## src/rtl/g726_pkg.sv

```systemverilog
// Shared widths, float operand layout and FSM encoding for the G.726 predictor datapath.
package g726_pkg;

    localparam int COEF_W = 16;
    localparam int FLT_W  = 11;
    localparam int EST_W  = 15;
    localparam int NPROD  = 8;
    localparam int NZ     = 6;

    typedef struct packed {
        logic       s;
        logic [3:0] exp;
        logic [5:0] mant;
    } flt_t;

    typedef enum logic [1:0] {
        IDLE = 2'd0,
        CALC = 2'd1,
        DONE = 2'd2
    } state_t;

    // Position of the most significant set bit plus one; 0 for a zero magnitude.
    function automatic logic [3:0] msb_exp(input logic [12:0] mag);
        logic [3:0] e;
        e = 4'd0;
        for (int i = 0; i < 13; i++) begin
            if (mag[i]) e = 4'(i + 1);
        end
        return e;
    endfunction

endpackage

```

## src/rtl/g726_fmult.sv

```systemverilog
// Combinational G.726 FMULT: coefficient times float operand, 16-bit two's complement result.
module g726_fmult
    import g726_pkg::*;
(
    input  logic [COEF_W-1:0] an,
    input  flt_t              srn,
    output logic [COEF_W-1:0] w
);

    logic        an_s;
    logic [15:0] an_neg;
    logic [12:0] an_mag;
    logic [3:0]  an_exp;
    logic [18:0] an_norm;
    logic [5:0]  an_mant;
    logic        w_s;
    logic [4:0]  w_exp;
    logic [11:0] prod;
    logic [7:0]  w_mant;
    logic [14:0] w_base;
    logic [14:0] w_mag;
    logic [24:0] unused_bits;

    always_comb begin
        an_s    = an[15];
        an_neg  = -an;
        an_mag  = an_s ? an_neg[14:2] : an[14:2];
        an_exp  = msb_exp(an_mag);
        an_norm = {an_mag, 6'b0} >> an_exp;
        an_mant = (an_mag == 13'd0) ? 6'd32 : an_norm[5:0];
        w_s     = an_s ^ srn.s;
        w_exp   = {1'b0, an_exp} + {1'b0, srn.exp};
        prod    = {6'b0, an_mant} * {6'b0, srn.mant} + 12'd48;
        w_mant  = prod[11:4];
        w_base  = {w_mant, 7'b0};
        // Left shift drops bits above 15, giving the 0x7FFF wrap for large exponents.
        if (w_exp <= 5'd26) w_mag = w_base >> (5'd26 - w_exp);
        else                w_mag = w_base << (w_exp - 5'd26);
        w = w_s ? -{1'b0, w_mag} : {1'b0, w_mag};
    end

    assign unused_bits = {an[1:0], an_neg[15], an_neg[1:0], an_norm[18:6], prod[3:0], 3'b0};

endmodule

```

## src/rtl/fmult_accum_seq.sv

```systemverilog
// Sequential G.726 predictor: eight FMULT products through one multiplier, accumulated into SEZ/SE.
module fmult_accum_seq
    import g726_pkg::*;
(
    input  logic              clk,
    input  logic              reset,
    input  logic              start,
    input  logic [COEF_W-1:0] b1, b2, b3, b4, b5, b6,
    input  logic [COEF_W-1:0] a1, a2,
    input  logic [FLT_W-1:0]  dq1, dq2, dq3, dq4, dq5, dq6,
    input  logic [FLT_W-1:0]  sr1, sr2,
    output logic [EST_W-1:0]  sez,
    output logic [EST_W-1:0]  se,
    output logic              done,
    input  logic              scan_in0, scan_in1, scan_in2, scan_in3, scan_in4,
    input  logic              scan_enable,
    input  logic              test_mode,
    output logic              scan_out0, scan_out1, scan_out2, scan_out3, scan_out4
);

    state_t            state, state_nxt;
    logic [2:0]        cnt;
    logic [COEF_W-1:0] acc, sezi, sum, w, op_a;
    flt_t              op_s;
    logic [COEF_W-1:0] b_r [NZ];
    logic [COEF_W-1:0] a_r [2];
    flt_t              dq_r [NZ];
    flt_t              sr_r [2];
    logic              unused_scan;

    always_ff @(posedge clk or negedge reset) begin
        if (!reset) state <= IDLE;
        else        state <= state_nxt;
    end

    always_comb begin
        state_nxt = state;
        case (state)
            IDLE:    if (start) state_nxt = CALC;
            CALC:    if (cnt == 3'(NPROD - 1)) state_nxt = DONE;
            DONE:    state_nxt = IDLE;
            default: state_nxt = IDLE;
        endcase
    end

    // Zero-section pairs first, then the two pole-section pairs.
    always_comb begin
        op_a = b_r[0];
        op_s = dq_r[0];
        case (cnt)
            3'd0: begin op_a = b_r[0]; op_s = dq_r[0]; end
            3'd1: begin op_a = b_r[1]; op_s = dq_r[1]; end
            3'd2: begin op_a = b_r[2]; op_s = dq_r[2]; end
            3'd3: begin op_a = b_r[3]; op_s = dq_r[3]; end
            3'd4: begin op_a = b_r[4]; op_s = dq_r[4]; end
            3'd5: begin op_a = b_r[5]; op_s = dq_r[5]; end
            3'd6: begin op_a = a_r[0]; op_s = sr_r[0]; end
            default: begin op_a = a_r[1]; op_s = sr_r[1]; end
        endcase
    end

    g726_fmult u_fmult (
        .an  (op_a),
        .srn (op_s),
        .w   (w)
    );

    assign sum = acc + w;

    always_ff @(posedge clk or negedge reset) begin
        if (!reset) begin
            done <= 1'b0;
            sez  <= '0;
            se   <= '0;
            acc  <= '0;
            sezi <= '0;
            cnt  <= '0;
            for (int i = 0; i < NZ; i++) begin
                b_r[i]  <= '0;
                dq_r[i] <= '0;
            end
            for (int i = 0; i < 2; i++) begin
                a_r[i]  <= '0;
                sr_r[i] <= '0;
            end
        end else begin
            done <= 1'b0;
            case (state)
                IDLE: begin
                    if (start) begin
                        b_r[0] <= b1; b_r[1] <= b2; b_r[2] <= b3;
                        b_r[3] <= b4; b_r[4] <= b5; b_r[5] <= b6;
                        a_r[0] <= a1; a_r[1] <= a2;
                        dq_r[0] <= dq1; dq_r[1] <= dq2; dq_r[2] <= dq3;
                        dq_r[3] <= dq4; dq_r[4] <= dq5; dq_r[5] <= dq6;
                        sr_r[0] <= sr1; sr_r[1] <= sr2;
                        acc <= '0;
                        cnt <= '0;
                    end
                end
                CALC: begin
                    acc <= sum;
                    cnt <= cnt + 3'd1;
                    if (cnt == 3'(NZ - 1)) sezi <= sum;
                    if (cnt == 3'(NPROD - 1)) begin
                        sez  <= sezi[15:1];
                        se   <= sum[15:1];
                        done <= 1'b1;
                    end
                end
                default: ;
            endcase
        end
    end

    assign scan_out0 = 1'b0;
    assign scan_out1 = 1'b0;
    assign scan_out2 = 1'b0;
    assign scan_out3 = 1'b0;
    assign scan_out4 = 1'b0;
    assign unused_scan = ^{scan_in0, scan_in1, scan_in2, scan_in3, scan_in4,
                           scan_enable, test_mode, sezi[0]};

endmodule

```

## config.mk

```make
export PLATFORM = sky130hd
export DESIGN_NAME = fmult_accum_seq
export DESIGN_NICKNAME = d
export VERILOG_FILES = /design/src/rtl/g726_pkg.sv /design/src/rtl/g726_fmult.sv /design/src/rtl/fmult_accum_seq.sv
export SDC_FILE = /design/constraint.sdc
export NUM_CORES = 1
export LEC_CHECK = 0
export BUFFER_PORTS_ARGS = -buffer_cell sky130_fd_sc_hd__buf_2
export CORE_ASPECT_RATIO = 0.8
export CORE_MARGIN = 1.5
export CORE_UTILIZATION = 45
export CTS_BUF_LIST = sky130_fd_sc_hd__clkbuf_4
export DETAILED_ROUTE_END_ITERATION = 16
export MAX_ROUTING_LAYER = met4
export PLACE_DENSITY = 0.76
export SETUP_SLACK_MARGIN = 0.05
export SYNTH_ARGS = -nofsm -noshare
export SYNTH_HDL_FRONTEND = slang
export SYNTH_SLANG_ARGS = --single-unit
```

## constraint.sdc

```tcl
create_clock -name clk -period 13.2 [get_ports clk]
set_input_delay 0.66 -clock clk [delete_from_list [all_inputs] [get_ports clk]]
set_output_delay 0.66 -clock clk [all_outputs]
set_load 0.05 [all_outputs]
```

==> flow_results.org <==
** Critical path
- Of all nets on the critical path, the largest fanout is 10.
- For this run, the slowest stage of the critical path takes 0.58 ns.
- On the critical path, the stage with the largest delay is an instance of sky130_fd_sc_hd__or4_2.
- STA classifies the critical path startpoint as a flop.
- STA classifies the critical path endpoint as a flop.
- CP arrival :: 13.13 ns
- By instance count, the cell type seen most on the critical path is sky130_fd_sc_hd__ha_1.
- Across all register-to-register paths, the minimum setup slack is 0.66 ns.
- Path type of the worst setup path :: reg -> reg
- Crit Reg-Reg Startpoint :: cnt[0]
- The worst register-to-register path has a depth of 47.
- STA puts the critical path data required time at 13.80 ns.
- Capture point of the worst reg-to-reg path :: sezi[15]

** Min path
- The worst hold path belongs to the class in -> reg.
- For hold timing, the worst endpoint is dq_r[45].
- The worst hold path was traced through 2 stages.
- Hold path startpoint :: dq2[1]

** Detailed routing
- Pre-Repair DR Iteration Count :: 8
- Detailed-route via count :: 13300
- Final routed DRC violation total :: 0
- In the routed layout, each cell is associated on average with a via count of 5.65.
- The routed design has 43200 um of wire.
- For this block, the initial DRC count from the detailed router was 1198.
- Post-route ant nets :: 0
- Routed len/inst :: 18.4 um

** CTS
- Clock tree synthesis found a total of 283 sinks.
- Maximum clock path buffer count :: 3
- Clock-pin slew was measured on the worst setup and hold paths at 0.07 ns.
- TritonCTS buffer count :: 74
- In this run the clock root is driven by a sky130_fd_sc_hd__clkbuf_4.
- TritonCTS built the clock tree.
- Depth of the CTS H-tree :: 3
- Clock latency on the worst-skew pair, taken at its later pin, is 0.75 ns.

** Floorplanning
- Effective utilization at floorplan :: 45.5%
- The region available for standard cell placement spans 35800 um^2.
- Vert. Die Dim :: 173 um
- The die covers 37300 um^2.
- The die is 216 um wide.
- Ports :: 262
- Number of placement rows :: 62

** Placed design
- Total of buffers placed on input and output ports :: 249
- At the end of routability-driven placement, the weighted congestion stood at 0.914.
- Estimated wirelength of the detail-placed design :: 31200 um
- Timing analysis after detailed placement gives a worst setup slack of 0.243 ns.

** Synthesis
- In this run, distinct cell masters in the synthesized netlist total 85.
- Top cells by area, synth :: sky130_fd_sc_hd__dfrtp_1 (44%), sky130_fd_sc_hd__mux2_2 (16%), sky130_fd_sc_hd__ha_1 (4.2%)
- The average instance in the mapped netlist occupies 10.7 um^2.
- EDFF count, synth :: 0
- The share of synthesized area in the top cell type comes to 43.5%.
- Instance count of the mapped netlist :: 1517
- The most used flip-flop cell after synthesis is sky130_fd_sc_hd__dfrtp_1.
- By count the netlist is led by sky130_fd_sc_hd__dfrtp_1 (283), sky130_fd_sc_hd__mux2_2 (229), sky130_fd_sc_hd__nand2_1 (159).
- Synthesized cell area :: 16300 um^2
- Post-synth ARST share :: 100%
- The biggest area contributor in the post-synthesis netlist is sky130_fd_sc_hd__dfrtp_1.
- For this run, the number of Yosys warnings is 0.
- Fraction of the yosys area taken by sequential cells :: 43.5%
- In the post-synthesis netlist, the cell with the most instances is sky130_fd_sc_hd__dfrtp_1.
- #FFs+latches synth :: 283

** Outcome
- The run finished with clean final reports.

** STA
- The clock arrives with 0.0650 ns of skew.
- Number of max-slew violations in the final report :: 0
- Based on the critical path, the design can be clocked at up to 0.0797 GHz.
- Final number of hold-violating endpoints :: 0
- Worst slew margin relative to its limit :: 28.1%
- In the post-route analysis, the smallest setup slack over all paths is 0.661 ns.
- Final setup fails :: 0
- At the pin with the least slew margin, the transition time is 1.08 ns.
- Post-layout minimum cycle time :: 12.54 ns
- The final critical path takes up 95.0% of the cycle.

** Global routing
- Total overflow reported by the global router :: 0
- Entering global routing, the biggest net connects 179 pins.
- Global-route wire length before repair :: 69800 um
- For this run, the total global-route usage over all layers was measured as 23.9%.
- Initial antenna violation count :: 6
- Vias in the first global route :: 13400

** Layout
- The final layout contains 2107 nets.
- Share of final-layout standard cells stronger than drive strength 1 :: 36.5%
- FILL cells :: 3147
- The multi-input combinational cells in the finished layout cover a total of 8740 um^2.
- Sequential Area :: 7080 um^2
- Area overhead of the layout relative to synthesis :: 18.3%

** Flow run
- # Max-Cap Violations :: 0
through the flow:
step	utilization, %	hold WS [ns]	instances	cell area, um^2	TNS (ns)
after floorplan	-	0.364	1521	16300	0
after global placement	50.8	0.447	2210	18200	0
after detailed placement	50.8	0.448	2210	18200	0
after CTS	53.6	0.0497	2339	19200	0
after global routing	53.8	0.103	2345	19200	-0.0136
final	53.8	0.155	2347	19200	0
routing by layer:
layer  part of all wire, %  up-vias  global-route usage, %
li1                      -     6224                      -
met1                    46     6498                   32.6
met2                    45      486                   35.5
met3                   7.7       60                   5.80
met4                   1.5        0                   6.50
met5                     0        -                      -
layout make-up:
cell class / count / share of cell area (%)
Antenna cell: 8 / 0.104
Clock buffer: 104 / 4.06
Clock inverter: 24 / 1.07
Inverter: 47 / 0.917
Multi-Input combinational cell: 1103 / 45.4
Sequential cell: 283 / 36.8
Tap cell: 480 / 3.12
Timing Repair Buffer: 298 / 8.54
layout by cell type (no fill, tap or decap), drive strengths merged, types with 13 or more instances in the layout:
master and n:
buf 297, dfrtp 283, mux2 230, nand2 159, clkbuf 104, o21ai 79, a21oi 68, nor2 65
ha 54, inv 45, xnor2 37, a222oi 29, mux2i 28, clkinv 22, a22oi 20, fa 20
a31oi 18, nor3 17, nor4 17, xor2 16, o22ai 16, a221o 15, nand3 15, a21o 13
worst max-delay path, delay by kind of cell, from the launching register on:
kind            cells  cell delay, ns
compound gates     19            4.58
simple gates       10            3.05
xor+xnor            2            0.27
fa+ha+maj          10            3.26
buf+inv             5            0.44
mux                 1            0.34
flops               1            0.42
logic make-up after synthesis:
kind of cell	count (synthesis)	synth area share (%)
buffers and inverters	135	3.36
and+or+nand+nor	352	10.1
adders and majority gates	74	6.61
AOI/OAI and AO/OA	360	15.7
xor gates and xnor gates	53	2.85
other	1	0.0231
DFF	283	43.5
muxes	259	17.8
worst max path at each step:
stage | from | end | slack, ns | depth (start not counted)
4_1_cts | cnt[0] | acc[15] | 0.24 | 44
6_report | cnt[0] | sezi[15] | 0.66 | 47
3_5_place_dp | cnt[0] | acc[15] | 0.24 | 45
5_1_grt | cnt[0] | se[14] | -0.01 | 47
3_3_place_gp | cnt[0] | acc[15] | 0.55 | 49
2_1_floorplan | cnt[2] | acc[15] | 0.89 | 43
state kept, by name, summed over array words and instances, names as in the netlist:
name and count:
cnt 3, sez 15, sr_r 22, dq_r 66
se 15, sezi 15, state 2, acc 16
done 1, a_r 32, b_r 96
timing repair:
item                                    in CTS  in global routing
hold buffers                                 1                  0
resized for setup                            0                 19
setup buffers                                0                  0
endpoints found under the setup margin       0                 12
hold endpoints to repair                   105                  0
Power is not shown: default switching activity piles up to over one toggle a cycle in this logic, so the estimate is an artifact.
